<file path="src/rtl/ahb_apb_ctrl_if.sv">
// ---------------------------------------------------------------------------
// ahb_apb_ctrl_if
// Signal bundle between an AHB master/APB slave environment and the
// ahb_apb_ctrl sequencing controller.
//   master modport : the environment side. It drives the AHB request and
//                    the APB slave responses (prdata/pready), and observes
//                    the bridge outputs.
//   slave modport  : the controller side. It receives the AHB request and
//                    the APB responses, and drives hrdata/hreadyout/hresp and
//                    the APB request (paddr/pwdata/pwrite/psel/penable).
// NSLV sets the width of the one-hot psel vector.
// ---------------------------------------------------------------------------
interface ahb_apb_ctrl_if #(
  parameter int NSLV = 4
);
  // AHB side
  logic            hwrite;
  logic [1:0]      htrans;
  logic [2:0]      hsize;
  logic [2:0]      hburst;
  logic            hreadyin;
  logic [31:0]     haddr;
  logic [31:0]     hwdata;
  logic [31:0]     hrdata;
  logic            hreadyout;
  logic [1:0]      hresp;
  // APB side
  logic [31:0]     paddr;
  logic [31:0]     pwdata;
  logic            pwrite;
  logic [NSLV-1:0] psel;
  logic            penable;
  logic [31:0]     prdata;
  logic            pready;

  modport master (
    output hwrite, htrans, hsize, hburst, hreadyin, haddr, hwdata,
    output prdata, pready,
    input  hrdata, hreadyout, hresp,
    input  paddr, pwdata, pwrite, psel, penable
  );

  modport slave (
    input  hwrite, htrans, hsize, hburst, hreadyin, haddr, hwdata,
    input  prdata, pready,
    output hrdata, hreadyout, hresp,
    output paddr, pwdata, pwrite, psel, penable
  );
endinterface

</file>
<file path="src/rtl/ahb_apb_ctrl.sv">
// ---------------------------------------------------------------------------
// ahb_apb_ctrl
// Sequencing controller for an AHB-to-APB bridge. Each accepted single AHB
// transfer becomes one APB SETUP/ACCESS cycle on one of NSLV selects; the AHB
// master is stalled via hreadyout while the APB side is busy. Undecoded
// addresses, sizes above a word and APB timeouts get a two-cycle ERROR.
//
// Ports:
//   clk     : clock, all logic on posedge
//   resetn  : synchronous reset, active HIGH (the name is historical)
//   bus     : ahb_apb_ctrl_if.slave
//             in : hwrite htrans hsize hburst hreadyin haddr hwdata prdata pready
//             out: hrdata hreadyout hresp paddr pwdata pwrite psel penable
//
// Parameters:
//   NSLV      : number of APB slaves (power of 2, <= 16)
//   SLV_SHIFT : log2 of the per-slave address window
//   BASE      : bridge base address, aligned to NSLV << SLV_SHIFT
//   TMO       : max ACCESS cycles waiting for pready (0 = no timeout)
//
// hburst is not used: every beat is treated as an independent transfer.
// ---------------------------------------------------------------------------
module ahb_apb_ctrl #(
  parameter int          NSLV      = 4,
  parameter int          SLV_SHIFT = 12,
  parameter logic [31:0] BASE      = 32'h8000_0000,
  parameter int          TMO       = 16
) (
  input  logic             clk,
  input  logic             resetn,
  ahb_apb_ctrl_if.slave    bus
);

  localparam int IW = $clog2(NSLV);
  localparam int XW = (IW > 0) ? IW : 1;
  localparam int CW = (TMO > 1) ? $clog2(TMO) : 1;
  localparam logic [CW-1:0] TMO_LAST = CW'((TMO > 0) ? TMO - 1 : 0);

  typedef enum logic [2:0] {
    S_IDLE,
    S_WWAIT,
    S_SETUP,
    S_ACCESS,
    S_DONE,
    S_ERR1,
    S_ERR2
  } state_t;

  state_t          state_reg;
  logic [31:0]     addr_reg;
  logic            wr_reg;
  logic [XW-1:0]   idx_reg;
  logic [CW-1:0]   cnt_reg;

  logic [31:0]     hrdata_reg;
  logic            hreadyout_reg;
  logic [1:0]      hresp_reg;
  logic [31:0]     paddr_reg;
  logic [31:0]     pwdata_reg;
  logic            pwrite_reg;
  logic [NSLV-1:0] psel_reg;
  logic            penable_reg;

  logic            accept;
  logic            hit;
  logic            req_err;
  logic [XW-1:0]   idx_next;
  logic [NSLV-1:0] sel_new;   // decoded from the live address (read goes straight to SETUP)
  logic [NSLV-1:0] sel_held;  // decoded from the latched index (write passes through WWAIT)

  always_comb begin
    accept   = bus.hreadyin && bus.htrans[1];
    hit      = (bus.haddr >> (SLV_SHIFT + IW)) == (BASE >> (SLV_SHIFT + IW));
    req_err  = !hit || (bus.hsize > 3'd2);
    idx_next = XW'((bus.haddr >> SLV_SHIFT) & (NSLV - 1));
  end

  genvar gi;
  generate
    for (gi = 0; gi < NSLV; gi++) begin : g_sel
      assign sel_new[gi]  = (idx_next == XW'(gi));
      assign sel_held[gi] = (idx_reg  == XW'(gi));
    end
  endgenerate

  always_ff @(posedge clk) begin
    if (resetn) begin
      state_reg     <= S_IDLE;
      addr_reg      <= '0;
      wr_reg        <= 1'b0;
      idx_reg       <= '0;
      cnt_reg       <= '0;
      hrdata_reg    <= '0;
      hreadyout_reg <= 1'b1;
      hresp_reg     <= 2'b00;
      paddr_reg     <= '0;
      pwdata_reg    <= '0;
      pwrite_reg    <= 1'b0;
      psel_reg      <= '0;
      penable_reg   <= 1'b0;
    end else begin
      case (state_reg)
        // IDLE, DONE and ERR2 all present hreadyout=1, so each can take the
        // next address phase; this is what makes back-to-back transfers work.
        S_IDLE, S_DONE, S_ERR2: begin
          if (accept) begin
            addr_reg      <= bus.haddr;
            wr_reg        <= bus.hwrite;
            idx_reg       <= idx_next;
            hreadyout_reg <= 1'b0;
            if (req_err) begin
              state_reg <= S_ERR1;
              hresp_reg <= 2'b01;
            end else if (bus.hwrite) begin
              state_reg <= S_WWAIT;
              hresp_reg <= 2'b00;
            end else begin
              state_reg  <= S_SETUP;
              hresp_reg  <= 2'b00;
              psel_reg   <= sel_new;
              paddr_reg  <= bus.haddr;
              pwrite_reg <= 1'b0;
              cnt_reg    <= '0;
            end
          end else begin
            state_reg     <= S_IDLE;
            hreadyout_reg <= 1'b1;
            hresp_reg     <= 2'b00;
          end
        end

        // hwdata belongs to the cycle after the address phase.
        S_WWAIT: begin
          state_reg  <= S_SETUP;
          pwdata_reg <= bus.hwdata;
          psel_reg   <= sel_held;
          paddr_reg  <= addr_reg;
          pwrite_reg <= 1'b1;
          cnt_reg    <= '0;
        end

        S_SETUP: begin
          state_reg   <= S_ACCESS;
          penable_reg <= 1'b1;
        end

        S_ACCESS: begin
          cnt_reg <= cnt_reg + 1'b1;
          if (bus.pready) begin
            state_reg     <= S_DONE;
            psel_reg      <= '0;
            penable_reg   <= 1'b0;
            hreadyout_reg <= 1'b1;
            hresp_reg     <= 2'b00;
            if (!wr_reg) begin
              hrdata_reg <= bus.prdata;
            end
          end else if (TMO != 0 && cnt_reg == TMO_LAST) begin
            // Slave never answered: abandon the APB cycle and report ERROR.
            state_reg   <= S_ERR1;
            psel_reg    <= '0;
            penable_reg <= 1'b0;
            hresp_reg   <= 2'b01;
          end
        end

        S_ERR1: begin
          state_reg     <= S_ERR2;
          hreadyout_reg <= 1'b1;
          hresp_reg     <= 2'b01;
        end

        default: begin
          state_reg     <= S_IDLE;
          hreadyout_reg <= 1'b1;
          hresp_reg     <= 2'b00;
          psel_reg      <= '0;
          penable_reg   <= 1'b0;
        end
      endcase
    end
  end

  assign bus.hrdata    = hrdata_reg;
  assign bus.hreadyout = hreadyout_reg;
  assign bus.hresp     = hresp_reg;
  assign bus.paddr     = paddr_reg;
  assign bus.pwdata    = pwdata_reg;
  assign bus.pwrite    = pwrite_reg;
  assign bus.psel      = psel_reg;
  assign bus.penable   = penable_reg;

endmodule

</file>
<file path="src/flat_wrapper.sv">
// flat-port wrapper written by rule: the top's interface ports become plain ports
module ahb_apb_ctrl_flat 
#(
  parameter int          NSLV      = 4,
  parameter int          SLV_SHIFT = 12,
  parameter logic [31:0] BASE      = 32'h8000_0000,
  parameter int          TMO       = 16
)
  (clk, resetn, bus_hwrite, bus_htrans, bus_hsize, bus_hburst, bus_hreadyin, bus_haddr, bus_hwdata, bus_prdata, bus_pready, bus_hrdata, bus_hreadyout, bus_hresp, bus_paddr, bus_pwdata, bus_pwrite, bus_psel, bus_penable);
  ahb_apb_ctrl_if #(.NSLV(NSLV)) bus_i ();
  input  logic clk;
  input  logic resetn;
  input wire logic [$bits(bus_i.hwrite)-1:0] bus_hwrite;
  input wire logic [$bits(bus_i.htrans)-1:0] bus_htrans;
  input wire logic [$bits(bus_i.hsize)-1:0] bus_hsize;
  input wire logic [$bits(bus_i.hburst)-1:0] bus_hburst;
  input wire logic [$bits(bus_i.hreadyin)-1:0] bus_hreadyin;
  input wire logic [$bits(bus_i.haddr)-1:0] bus_haddr;
  input wire logic [$bits(bus_i.hwdata)-1:0] bus_hwdata;
  input wire logic [$bits(bus_i.prdata)-1:0] bus_prdata;
  input wire logic [$bits(bus_i.pready)-1:0] bus_pready;
  output wire logic [$bits(bus_i.hrdata)-1:0] bus_hrdata;
  output wire logic [$bits(bus_i.hreadyout)-1:0] bus_hreadyout;
  output wire logic [$bits(bus_i.hresp)-1:0] bus_hresp;
  output wire logic [$bits(bus_i.paddr)-1:0] bus_paddr;
  output wire logic [$bits(bus_i.pwdata)-1:0] bus_pwdata;
  output wire logic [$bits(bus_i.pwrite)-1:0] bus_pwrite;
  output wire logic [$bits(bus_i.psel)-1:0] bus_psel;
  output wire logic [$bits(bus_i.penable)-1:0] bus_penable;
  assign bus_i.hwrite = bus_hwrite;
  assign bus_i.htrans = bus_htrans;
  assign bus_i.hsize = bus_hsize;
  assign bus_i.hburst = bus_hburst;
  assign bus_i.hreadyin = bus_hreadyin;
  assign bus_i.haddr = bus_haddr;
  assign bus_i.hwdata = bus_hwdata;
  assign bus_i.prdata = bus_prdata;
  assign bus_i.pready = bus_pready;
  assign bus_hrdata = bus_i.hrdata;
  assign bus_hreadyout = bus_i.hreadyout;
  assign bus_hresp = bus_i.hresp;
  assign bus_paddr = bus_i.paddr;
  assign bus_pwdata = bus_i.pwdata;
  assign bus_pwrite = bus_i.pwrite;
  assign bus_psel = bus_i.psel;
  assign bus_penable = bus_i.penable;
  ahb_apb_ctrl #(.NSLV(NSLV), .SLV_SHIFT(SLV_SHIFT), .BASE(BASE), .TMO(TMO)) u_core (.clk(clk), .resetn(resetn), .bus(bus_i));
endmodule
</file>
<file path="config.mk">
export PLATFORM = sky130hd
export DESIGN_NAME = ahb_apb_ctrl_flat
export DESIGN_NICKNAME = d
export VERILOG_FILES = /design/src/rtl/ahb_apb_ctrl_if.sv /design/src/rtl/ahb_apb_ctrl.sv /design/src/flat_wrapper.sv
export SDC_FILE = /design/constraint.sdc
export NUM_CORES = 1
export LEC_CHECK = 0
export CAP_MARGIN = 20
export CORE_MARGIN = 2
export CORE_UTILIZATION = 44
export CTS_CLUSTER_DIAMETER = 80
export DETAILED_ROUTE_END_ITERATION = 16
export PLACE_DENSITY = 0.81
export SLEW_MARGIN = 20
export SYNTH_ARGS = -nofsm -noshare
export SYNTH_HDL_FRONTEND = slang
export SYNTH_SLANG_ARGS = --single-unit
</file>
<file path="constraint.sdc">
create_clock -name clk -period 2.44 [get_ports clk]
set_input_delay 0.366 -clock clk [delete_from_list [all_inputs] [get_ports clk]]
set_output_delay 0.366 -clock clk [all_outputs]
set_load 0.05 [all_outputs]
</file>
# Word-level counts from Yosys, hierarchy flattened
# Cells that the tools add are included.
[classes]
n_eq_ne = 19
bitwise = 4
n_addsub = 1
n_mux = 35
n_reduce_logical = 20
n_lt_le_gt_ge = 1
[op_table]
columns = ["operator", "n"]
rows = [
  ["$mux W32", 3],
  ["$pmux W32 S2", 1],
  ["$mux W4", 8],
  ["$eq A18 B18 Y1 const B", 1],
  ["$pmux W4 S4", 1],
  ["$pmux W3 S5", 1],
  ["$mux W3", 4],
  ["$pmux W4 S3", 1],
  ["$eq A3 B3 Y1 const B", 3],
  ["$mux W1", 9],
  ["$eq A2 B2 Y1 const B", 4],
  ["$pmux W2 S4", 1],
  ["$reduce_and A2 Y1", 4],
  ["$reduce_and A4 Y1", 2],
  ["$eq A3 B2 Y1 const B", 2],
  ["$mux W2", 3],
  ["$ne A2 B2 Y1 const B", 3],
  ["$pmux W1 S3", 2],
  ["$reduce_and A5 Y1", 1],
  ["$reduce_or A5 Y1", 1],
  ["$add A4 B1 Y4 const B", 1],
  ["$eq A2 B1 Y1 const B", 2],
  ["$eq A4 B4 Y1 const B", 1],
  ["$logic_not A2 Y1", 2],
  ["15 further kinds", 19],
]
[totals]
reg_bits = 147
in_bits = 109
wordCells = 93
out_inout_bits = 105

# Longest topological paths before layout
# Gate-level depths: netlist (run 1).
[logic_depth]
word_depth = 6
ltp_mapped = 8
depth_no_buf = 6

# Least setup slack after synthesis (run 1)
# No wires, ideal clock.
[synth_timing]
path_type = "input-to-reg"
from = "input port bus_haddr[17]"
to = "register u_core.paddr_reg[21] (netlist: u_core.bus.paddr[21])"
arrival_time_ns = 1.754
setup_time_ns = 0.128
path_buffers = 1
cell_stages = 6
setup_slack_ns = 0.558
required_ns = 2.312
path_cell_list = "or4b_4 o311ai_4 o211ai_4 buf_6 a22oi_1 nor2_1"
[synth_via]
elab_chain_len = 5
[synth_rtl]
columns = ["element", "line", "source"]
rows = [
  ["start, declared", "flat_wrapper.sv:18", "input wire logic [$bits(bus_i.haddr)-1:0] bus_haddr;"],
  ["$eq A18 B18 Y1", "ahb_apb_ctrl.sv:73", "hit = (bus.haddr >> (SLV_SHIFT + IW)) == (BASE >> (SLV_SHIFT + IW));"],
  ["$logic_not A1 Y1", "ahb_apb_ctrl.sv:74", "req_err = !hit || (bus.hsize > 3'd2);"],
  ["$logic_or A1 B1 Y1", "ahb_apb_ctrl.sv:74", ""],
  ["$ne A2 B2 Y1 (no source line)", "-", ""],
  ["$reduce_and A4 Y1 (no source line)", "-", ""],
  ["end signal, assigned", "ahb_apb_ctrl.sv:121", "paddr_reg <= bus.haddr;"],
  ["end signal, assigned", "ahb_apb_ctrl.sv:137", "paddr_reg <= addr_reg;"],
  ["end, declared", "ahb_apb_ctrl.sv:58", "logic [31:0] paddr_reg;"],
]
# Every way passes these cells.
# A chain may end at the register's enable or synchronous reset.

# Final worst setup path (run 1)
[layout_timing]
from = "input port bus_haddr[17]"
to = "register u_core.paddr_reg[16] (netlist: u_core.bus.paddr[16])"
# Same word-level chain as after synthesis.

==> results.md, run 1 <==
* Outcome: finished clean
* YS warnings at 0
* Primary FF master, synth: dfxtp_1
* Max-cap violations at 0
* Largest net degree at the start of global routing at slightly above 80
* CTS Buf Count at 17
* Synth-to-layout area growth at 50.2%
* Global-route wire length before repair at around 26 mm
* ANT cells at 0
* Ratio of cells with drive above 1 in the final layout at a little under a tenth
* Min-Delay Path Class: in2reg
* Nets at 956
* Vias/cell at about 5.2
* Initial DRC count at 314
* Post-synthesis average cell area at around 8.4 sq um
* Via count at around 5400
* Sequential share of the synthesized area at between 50% and 60%
* VDD IR max at 0.424 mV
* CTS tree: built
* Fin crit period at roughly 2.1 ns
* Number of synthesized flops with an enable pin at 0
* Relative slew slack at a little under three fifths
* Sink Count at between 100 and 150
* Core area at 12100 sq um
* Synth area leaders: dfxtp_1, nand2_1, a21oi_1, a22oi_1, clkbuf_1
* # DRC at 0
* Wire per inst at 15.9 microns
* Hold_buf cts at 0
* Die Wd at between 100 and 150 microns
* Port bufs at about 210
* Worst Max-Slew Pin Slew at between 0.6 and 0.7 ns
* Worst path arrival time at 2.34 ns
* CP endpoint kind: flip-flop
* Gr ovfl total at 0
* GR Util All Layers at 24.3%
* DP HPWL at between 10 and 15 mm
* Final wirelength at between 15 and 20 mm
* Synth unique cells at 54
* Util after Layout at 68.3%
* #FFs+latches synth at roughly 140
* Most common cell after layout, fill and taps aside: clkdlybuf4s50_1
* Netlist area before placement at roughly 5500 sq um
* Worst Skew at 0.00572 ns
* Setup TNS at 0 ns
* Worst reg-to-reg setup slack at 0.38 ns
* Initial antenna violation count at 0
* Endpoints failing setup at 0
* Vias in the first global route at about 5300
* Post-DRT Antenna Nets at 0
* Peak fanout along the critical path at 18
* Skew-Pair Late Insertion Delay at approximately 0.41 ns
* Commonest cells after routing, fill and taps aside: clkdlybuf4s50_1, nand2_1, dfxtp_1
* Setup crit start kind: input port
* Pwr dens at approximately 700 nW/um^2
* Reg-to-Reg End: u_core.bus.psel[3]
* Die height at roughly 120 microns
* H-tree Lvls at 4
* Tcrit/Tclk final at approximately 85%
* Crit path from: bus_haddr[17]
* Ys async rst share at 0%
* Fin Hold WS at about 0.45 ns
* Clk buf depth at 2
* Final worst setup slack at ~0.36 ns
* Setup bufs post-CTS at 0
* Dpl ws at -0.0453 ns
* Total die area at roughly 13000 sq um
* Synth Net Count at ~760
* Leak at about 2.9 nW
* Row cnt at 40
* RR Startpoint: u_core.state_reg[0]
* Crit path to: u_core.bus.paddr[16]
* Share of the synthesized area in the top cell type at roughly 52%
* Clk root buf: clkbuf_16
* CTS resizes at 0
* Yosys top cell by area: dfxtp_1
* RSZ-0062 raised after global routing: false
* I/O pins at approximately 210
* Hold Fails Final Rpt at 0
* Cells after Synth at roughly 650
* Worst EP required at between 2 and 3 ns
* Fmax at 0.482 GHz
* Reg2reg path depth at 5
* Clock-pin slew on the worst setup and hold paths at about 0.050 ns
* Final Wtd Congestion at 0.786
* Starting density of the core at between 40% and 50%
* TritonRoute pass-1 iters at 5
* WS Path Type: in2reg
* Max-slew violations at 0
==> how the worst min path moves through the flow <==
stage,cells after the start,slack [ns],from,to
finish,2,0.45,resetn,u_core.bus.paddr[9]
global route,2,0.46,resetn,u_core.bus.paddr[9]
CTS,2,0.45,resetn,u_core.bus.paddr[9]
detailed placement,2,0.45,u_core.bus.hrdata[14],u_core.bus.hrdata[14]
global placement,2,0.44,u_core.bus.hrdata[19],u_core.bus.hrdata[19]
floorplan,2,0.44,u_core.addr_reg[0],u_core.addr_reg[0]
==> critical path, stage by stage <==
cell	delay (ns)
clkdlybuf4s50_1	0.43
or4b_4	0.60
o311ai_4	0.37
o211ai_4	0.27
a22oi_1	0.24
nor2_1	0.07
==> cells in the mapped netlist (2+ instances only) <==
cell type and n:
nand2b_1 2, a21oi_1 104, clkbuf_1 33, nand3_1 3
a22oi_1 17, o22a_1 14, a211oi_1 3, o22ai_2 9
o22ai_1 4, o21ai_0 8, nor2_1 30, inv_1 4
o211ai_1 2, nor3_1 5, or3_1 5, mux2i_1 2
buf_4 3, nor4_1 4, nand2_1 205, dfxtp_1 144
buf_1 3, buf_2 7, a31oi_2 2, nor2_2 10
a21o_1 2
==> routing by layer <==
| metal | vias to the layer above | part of all wire [%] | wire length, microns | track usage, % |
|---|---|---|---|---|
| li1 | 2593 | - | - | - |
| met5 | - | 0 | 0 | 0 |
| met3 | 36 | 7.4 | 1200 | 7.53 |
| met4 | 0 | 3.2 | 524 | 11.6 |
| met1 | 2530 | 38 | 6240 | 27.4 |
| met2 | 199 | 51 | 8330 | 41.9 |
==> through the flow <==
step	instance area [sq um]	cells	power [mW]
2_1_floorplan	5510	654	3.07
3_3_place_gp	7720	995	3.42
3_5_place_dp	7720	995	3.45
4_1_cts	8270	1025	5.85
5_1_grt	8270	1025	6.02
6_report	8270	1025	5.81
==> power by group <==
part           total [mW]  switching [mW]  internal (mW)
Combinational       0.908           0.524          0.384
Clock                2.40           0.910           1.49
Sequential           2.50          0.0577           2.44
Total                5.81            1.49           4.32
==> final cells by class <==
class | count | area (sq um)
clock inverter | 6 | 57.6
clock buffer | 24 | 492
multi-input combinational | 456 | 2390
tap | 168 | 210
sequential | 144 | 2880
fill | 960 | 3840
timing repair buffer | 222 | 2220
inverter | 5 | 18.8
==> cell families after synthesis <==
kind of cell | after synthesis | synth area share (%)
muxes | 2 | 0.364
buffers and inverters | 54 | 4.50
and+or+nand+nor | 276 | 21.2
other | 1 | 0.0681
adders and majority gates | 1 | 0.227
xor gates and xnor gates | 1 | 0.159
DFF | 144 | 52.4
AOI/OAI and AO/OA | 175 | 21.1
No activity file was read; power rests on OpenSTA's default activity.
==> run 2: changes to the inputs <==
ABC_AREA = 1   (was unset)
PLACE_DENSITY = 0.8   (was 0.81)
==> run 2 against run 1 <==
Critical path depth shrank 5. Worst setup slack improved by 0.11 ns. Clock-buffer cell count is 5 lower. Critical path type is now reg2out. Clock power up 8.8%. Global-route usage shrank 2.6 points. Highest routed layer unchanged. Wire length decreased by 11%. Cell area grew 0.85%. Synthesized cell count up 13%. Cell count up 8.3%.
==> results.md, run 2 <==
* # fillers at 1107 (+15%)
* Min-Delay Path Class: in2reg
* WS Path Type: reg2out
* Initial antenna violation count at 0 (unchanged)
* Placed instance area at 7740 sq um (+0.31%)
* Starting density of the core at 44.8% (-0.61 points)
* Fmax at 0.508 GHz (+5.4%)
* Synth area leaders: dfxtp_1, nand2_1, a21oi_1, nor2_1, o21ai_0
* Post-DRT Antenna Nets at 0 (unchanged)
* Worst Max-Slew Pin Slew at 0.874 ns (+0.223 ns)
* Design Area, Final at 8340 sq um (+0.85%)
* Worst path arrival time at 1.60 ns (-0.74 ns)
* Die height at 117 microns (+0.94%)
* Hold Fails Final Rpt at 0 (unchanged)
* DP HPWL at 9.69 mm (-15%)
* Final worst setup slack at 0.471 ns (+0.106 ns)
* Synth Net Count at 846 (+11%)
* YS warnings at 0 (unchanged)
* Setup crit start kind: flip-flop
* Dpl ws at 0.237 ns (+0.283 ns)
* Primary FF master, synth: dfxtp_1
* Synth unique cells at 29 (-46%)
* Peak fanout along the critical path at 2 (-16)
* Number of synthesized flops with an enable pin at 0 (unchanged)
* I/O pins at 214 (unchanged)
* # DRC at 0 (unchanged)
* Max-slew violations at 0 (unchanged)
* Die Wd at 117 microns (+0.94%)
* CTS resizes at 0 (unchanged)
* Synth-to-layout area growth at 48.6%
* Fin Hold WS at 0.426 ns (-0.0246 ns)
* Slowest library cell on the worst path: clkdlybuf4s50_1
* Yosys top cell by area: dfxtp_1
* Leak at 3.12 nW (+8.7%)
* Wire per inst at 13.0 microns (-18%)
* Fin crit period at 1.97 ns (-0.106 ns)
* Post-synthesis average cell area at 7.63 sq um (-9.4%)
* Clock-pin slew on the worst setup and hold paths at 0.06 ns (about the same)
* TritonRoute pass-1 iters at 4 (-1)
* Worst EP required at 2.07 ns (-0.64 ns)
* Initial DRC count at 280 (-11%)
* Ys async rst share at 0% (unchanged)
* CTS Buf Count at 17 (unchanged)
* Final Non-Filler Cells at 1110 (+8.3%)
* Sequential share of the synthesized area at 51.4% (-1.0 points)
* #FFs+latches synth at 144 (unchanged)
* Most common cell after layout, fill and taps aside: clkdlybuf4s50_1
* Vias in the first global route at 4975 (-7.0%)
* Total Power at 6.48 mW (+12%)
* Via count at 5251 (-2.0%)
* Post-synth top cells: nand2_1, dfxtp_1, nor2_1, a21oi_1, o21ai_0
* Setup TNS at 0 ns (unchanged)
* VDD IR max at 0.538 mV (+27%)
* CTS tree: built
* Sink Count at 144 (unchanged)
* Worst Skew at 0.00546 ns (-0.000261 ns)
* Gr ovfl total at 0 (unchanged)
* Util after Layout at 66.6% (-1.7 points)
* Global-route wire length before repair at 23.4 mm (-8.5%)
* Total die area at 13700 sq um (+1.9%)
* Clk buf depth at 2 (unchanged)
* Row cnt at 41 (+2.5%)
* CP bufs+invs at 1 (unchanged)
* Ratio of cells with drive above 1 in the final layout at 8.53% (-0.69 points)
* Commonest cells after routing, fill and taps aside: clkdlybuf4s50_1, nand2_1, dfxtp_1
* Setup bufs post-CTS at 0 (unchanged)
* Tcrit/Tclk final at 80.7% (-4.4 points)
* Netlist area before placement at 5610 sq um (+2.0%)
* Post-Place Cells at 1078 (+8.3%)
* Final wirelength at 14.4 mm (-11%)
* Share of the synthesized area in the top cell type at 51.4% (-1.0 points)
* Endpoints failing setup at 0 (unchanged)
* H-tree Lvls at 4 (unchanged)
* Critical Path, Cell by Cell: clkdlybuf4s50_1
* Kind of cell adding the most delay to the critical path: buffers and inverters
* Max-cap violations at 0 (unchanged)
* Clk root buf: clkbuf_16
* Skew-Pair Late Insertion Delay at 0.41 ns (about the same)
* Port bufs at 208 (unchanged)
* Nets at 1035 (+8.3%)
* Relative slew slack at 41.7% (-15 points)
* Outcome: finished clean
* GR Util All Layers at 21.7% (-2.6 points)
* Final Wtd Congestion at 0.785 (-0.14%)
* RSZ-0062 raised after global routing: false
* Core area at 12500 sq um (+3.3%)
* Cells after Synth at 736 (+13%)
* ANT cells at 0 (unchanged)
* Largest net degree at the start of global routing at 77 (-7.2%)
* Hold_buf cts at 0 (unchanged)
* Most frequent cell after synthesis: nand2_1
* Vias/cell at 4.73 (-9.5%)
* CP endpoint kind: primary output
* Pwr dens at 777 nW/um^2 (+11%)
* CP peak stage delay at 0.83 ns (+0.23 ns)
run 2: cell count changes in the layout (fill, tap and decap cells not counted), sizes merged, moves of 14 or more:
cell and change:
o22a -14, nand3 +26, nand2 -30, nor2 +75
inv +33, o21ai +74, a22oi -17
run 2: per-layer routing:
layer	global-route usage (%)	wire, microns	vias up
li1	-	-	2745
met1	26.8	6330	2340
met2	35.1	6790	142
met3	7.36	1050	24
met4	8.39	269	0
met5	0	0	-
run 2: worst paths after layout:
path                   startpoint                   end  slack, ns  cells after the start
max          u_core.bus.paddr[13]         bus_paddr[13]       0.47                      1
min                        resetn   u_core.state_reg[2]       0.43                      4
max reg2reg   u_core.state_reg[1]  u_core.bus.paddr[12]       0.54                      6
min reg2reg    u_core.addr_reg[2]    u_core.addr_reg[2]       0.45                      2
run 2: logic make-up after synthesis:
group | after synthesis | synth area share (%)
simple gates | 322 | 24.2
compound gates | 181 | 16.8
fa+ha+maj | 1 | 0.223
buf+inv | 85 | 7.07
other cells | 1 | 0.0668
xor+xnor | 2 | 0.312
flops | 144 | 51.4
run 2: cell type report:
| class | instances | area, sq um | share of cell area, % |
|---|---|---|---|
| Inverter | 38 | 143 | 1.71 |
| Timing Repair Buffer | 217 | 2170 | 26.0 |
| Sequential cell | 144 | 2880 | 34.6 |
| Clock inverter | 13 | 143 | 1.71 |
| Tap cell | 172 | 215 | 2.58 |
| Clock buffer | 19 | 453 | 5.43 |
| Multi-Input combinational cell | 507 | 2330 | 28.0 |
run 2: power by group:
| group | total [mW] | internal (mW) | switching (mW) | leakage (nW) |
|---|---|---|---|---|
| clock network | 2.61 | 1.64 | 0.968 | 0.302 |
| logic | 1.29 | 0.474 | 0.818 | 1.65 |
| registers | 2.58 | 2.50 | 0.0739 | 1.17 |
==> run 3: changes to the inputs <==
CORE_UTILIZATION = 40   (was 44)
PLACE_DENSITY = 0.77   (was 0.8)
clock period = 1.8 ns   (was 2.44 ns; I/O delays follow)
==> run 3 against run 2 <==
Sequential cell count stayed put. Largest power group unchanged. First-iteration DRC count is 17% higher. Sequential share of layout area is 0.17 points lower. Clock power is 41% higher.
==> results.md, run 3 (synthesis gave the netlist of run 2 again) <==
* Skew-Pair Late Insertion Delay at 0.41 ns (about the same)
* Fmax at a little over 0.6 GHz
* Endpoints failing setup at 0 (unchanged)
* GR Util All Layers at 20.5% (-1.2 points)
* VDD IR max at 0.701 mV (+30%)
* Gr ovfl total at 0 (unchanged)
* Multi-input combinational cell area at 2330 sq um (unchanged)
* Dpl ws at -0.187 ns (-0.424 ns)
* Sink Count at 144 (unchanged)
* Total die area at 15000 sq um (+9.6%)
* Clk buf depth at 2 (unchanged)
* Post-DRT Antenna Nets at 0 (unchanged)
* WS Path Type: reg2reg
* Nets at 1052 (+1.6%)
* Row cnt at 43 (+4.9%)
* Vias in the first global route at 5066 (+1.8%)
* Die height at 122 microns (+4.7%)
* Setup crit start kind: flip-flop
* Outcome: finished clean
* Final Non-Filler Cells at 1133 (+2.1%)
* CP endpoint kind: flip-flop
* Worst Skew at 0.00500 ns (-0.000458 ns)
* Hold path endpoint: u_core.bus.pwdata[30]
* Setup TNS at 0 ns (unchanged)
* Worst hold stages at 3 (-1)
* Worst Max-Slew Pin Slew at 0.653 ns (-0.222 ns)
* Starting density of the core at 40.8% (-4.1 points)
* Wire per inst at 13.2 microns (+1.1%)
* Fin crit period at 1.61 ns
* Clock-pin slew on the worst setup and hold paths at 0.06 ns (about the same)
* Reg-to-Reg End: u_core.bus.hrdata[13]
* ANT cells at 0 (unchanged)
* Leak at 3.63 nW (+16%)
* Vias/cell at 4.74 (+0.30%)
* Max-slew violations at 0 (unchanged)
* Synth-to-layout area growth at 49.3%
* Total Power at 8.92 mW (+38%)
* I/O pins at 214 (unchanged)
* Via count at 5376 (+2.4%)
* # fillers at 1319 (+19%)
* Most common cell after layout, fill and taps aside: nand2_1
* Worst reg-to-reg setup slack at 0.19 ns (-0.35 ns)
* Post-Place Cells at 1103 (+2.3%)
* Tcrit/Tclk final at about nine tenths
* Fin Hold WS at 0.369 ns (-0.0567 ns)
* Relative slew slack at 56.5% (+15 points)
* Hold Fails Final Rpt at 0 (unchanged)
* Initial DRC count at 328 (+17%)
* Global-route wire length before repair at 24.3 mm (+3.9%)
* DP HPWL at 10.3 mm (+6.5%)
* Commonest cells after routing, fill and taps aside: nand2_1, dfxtp_1, nor2_1
* Placed instance area at 7860 sq um (+1.6%)
* Setup bufs post-CTS at 0 (unchanged)
* Hold_buf cts at 0 (unchanged)
* Hold_sp: resetn
* Design Area, Final at 8380 sq um (+0.48%)
* Final worst setup slack at 0.195 ns (-0.277 ns)
* RSZ-0062 raised after global routing: false
* Clk root buf: clkbuf_16
* Pwr dens at 1070 nW/um^2 (+37%)
* CTS resizes at 77 (+77)
* Die Wd at 122 microns (+4.7%)
* Util after Layout at 60.8% (-5.8 points)
* Worst path arrival time at 1.95 ns (+0.35 ns)
* Peak fanout along the critical path at 16 (+14)
* CTS Buf Count at 17 (unchanged)
* Worst EP required at 2.14 ns (+0.07 ns)
* Reg2reg path depth at 7 (+1)
* Initial antenna violation count at 0 (unchanged)
* H-tree Lvls at 4 (unchanged)
* Max-cap violations at 0 (unchanged)
* Min-Delay Path Class: in2reg
* Crit path from: u_core.state_reg[0]
* Final Wtd Congestion at 0.774 (-1.4%)
* Largest net degree at the start of global routing at 77 (unchanged)
* # DRC at 0 (unchanged)
* RR Startpoint: u_core.state_reg[0]
* TritonRoute pass-1 iters at 4 (unchanged)
* Port bufs at 208 (unchanged)
* CTS tree: built
* Ratio of cells with drive above 1 in the final layout at 12.3% (+3.7 points)
* Core area at 13800 sq um (+10%)
* Final wirelength at 14.9 mm (+3.2%)
* Storage cell area at 2880 sq um (unchanged)
## run 3: layout make-up
type | instances | area share [%]
well taps | 180 | 2.69
multi-input cells | 507 | 27.8
inverters | 38 | 1.70
clock inverters | 6 | 1.55
flip-flops and latches | 144 | 34.4
repair buffers | 234 | 26.1
clock buffers | 24 | 5.75
## run 3: per-layer routing
metal | up-vias | GRT usage [%] | routed length [microns]
met5 | - | 0 | 0
met4 | 0 | 9.05 | 415
met3 | 32 | 6.32 | 963
met2 | 164 | 32.3 | 6890
met1 | 2409 | 25.8 | 6640
li1 | 2771 | - | -
## run 3: where the power goes
group          internal (mW)  leakage [nW]  switching [mW]  total, mW
logic                  0.636          2.16            1.12       1.75
clock network           2.41         0.300            1.26       3.68
registers               3.39          1.17           0.100       3.50
total                   6.44          3.63            2.48       8.92
## run 3: worst max-delay path: stages, from the launching register on
cell     delay, ns
dfxtp_1       0.43
inv_2         0.12
nor2_4        0.25
nand2_2       0.22
inv_2         0.13
buf_4         0.22
nor2_1        0.06
nor2_1        0.10
## run 3: worst max-delay path by stage
stage	endpoint	slack, ns	cells past startpoint
after floorplan	u_core.bus.psel[3]	0.47	8
after global placement	u_core.bus.paddr[12]	-0.17	11
after detailed placement	u_core.bus.paddr[24]	-0.19	11
after CTS	u_core.bus.hrdata[2]	0.18	7
after global routing	u_core.bus.psel[3]	0.04	8
final	u_core.bus.hrdata[13]	0.19	7
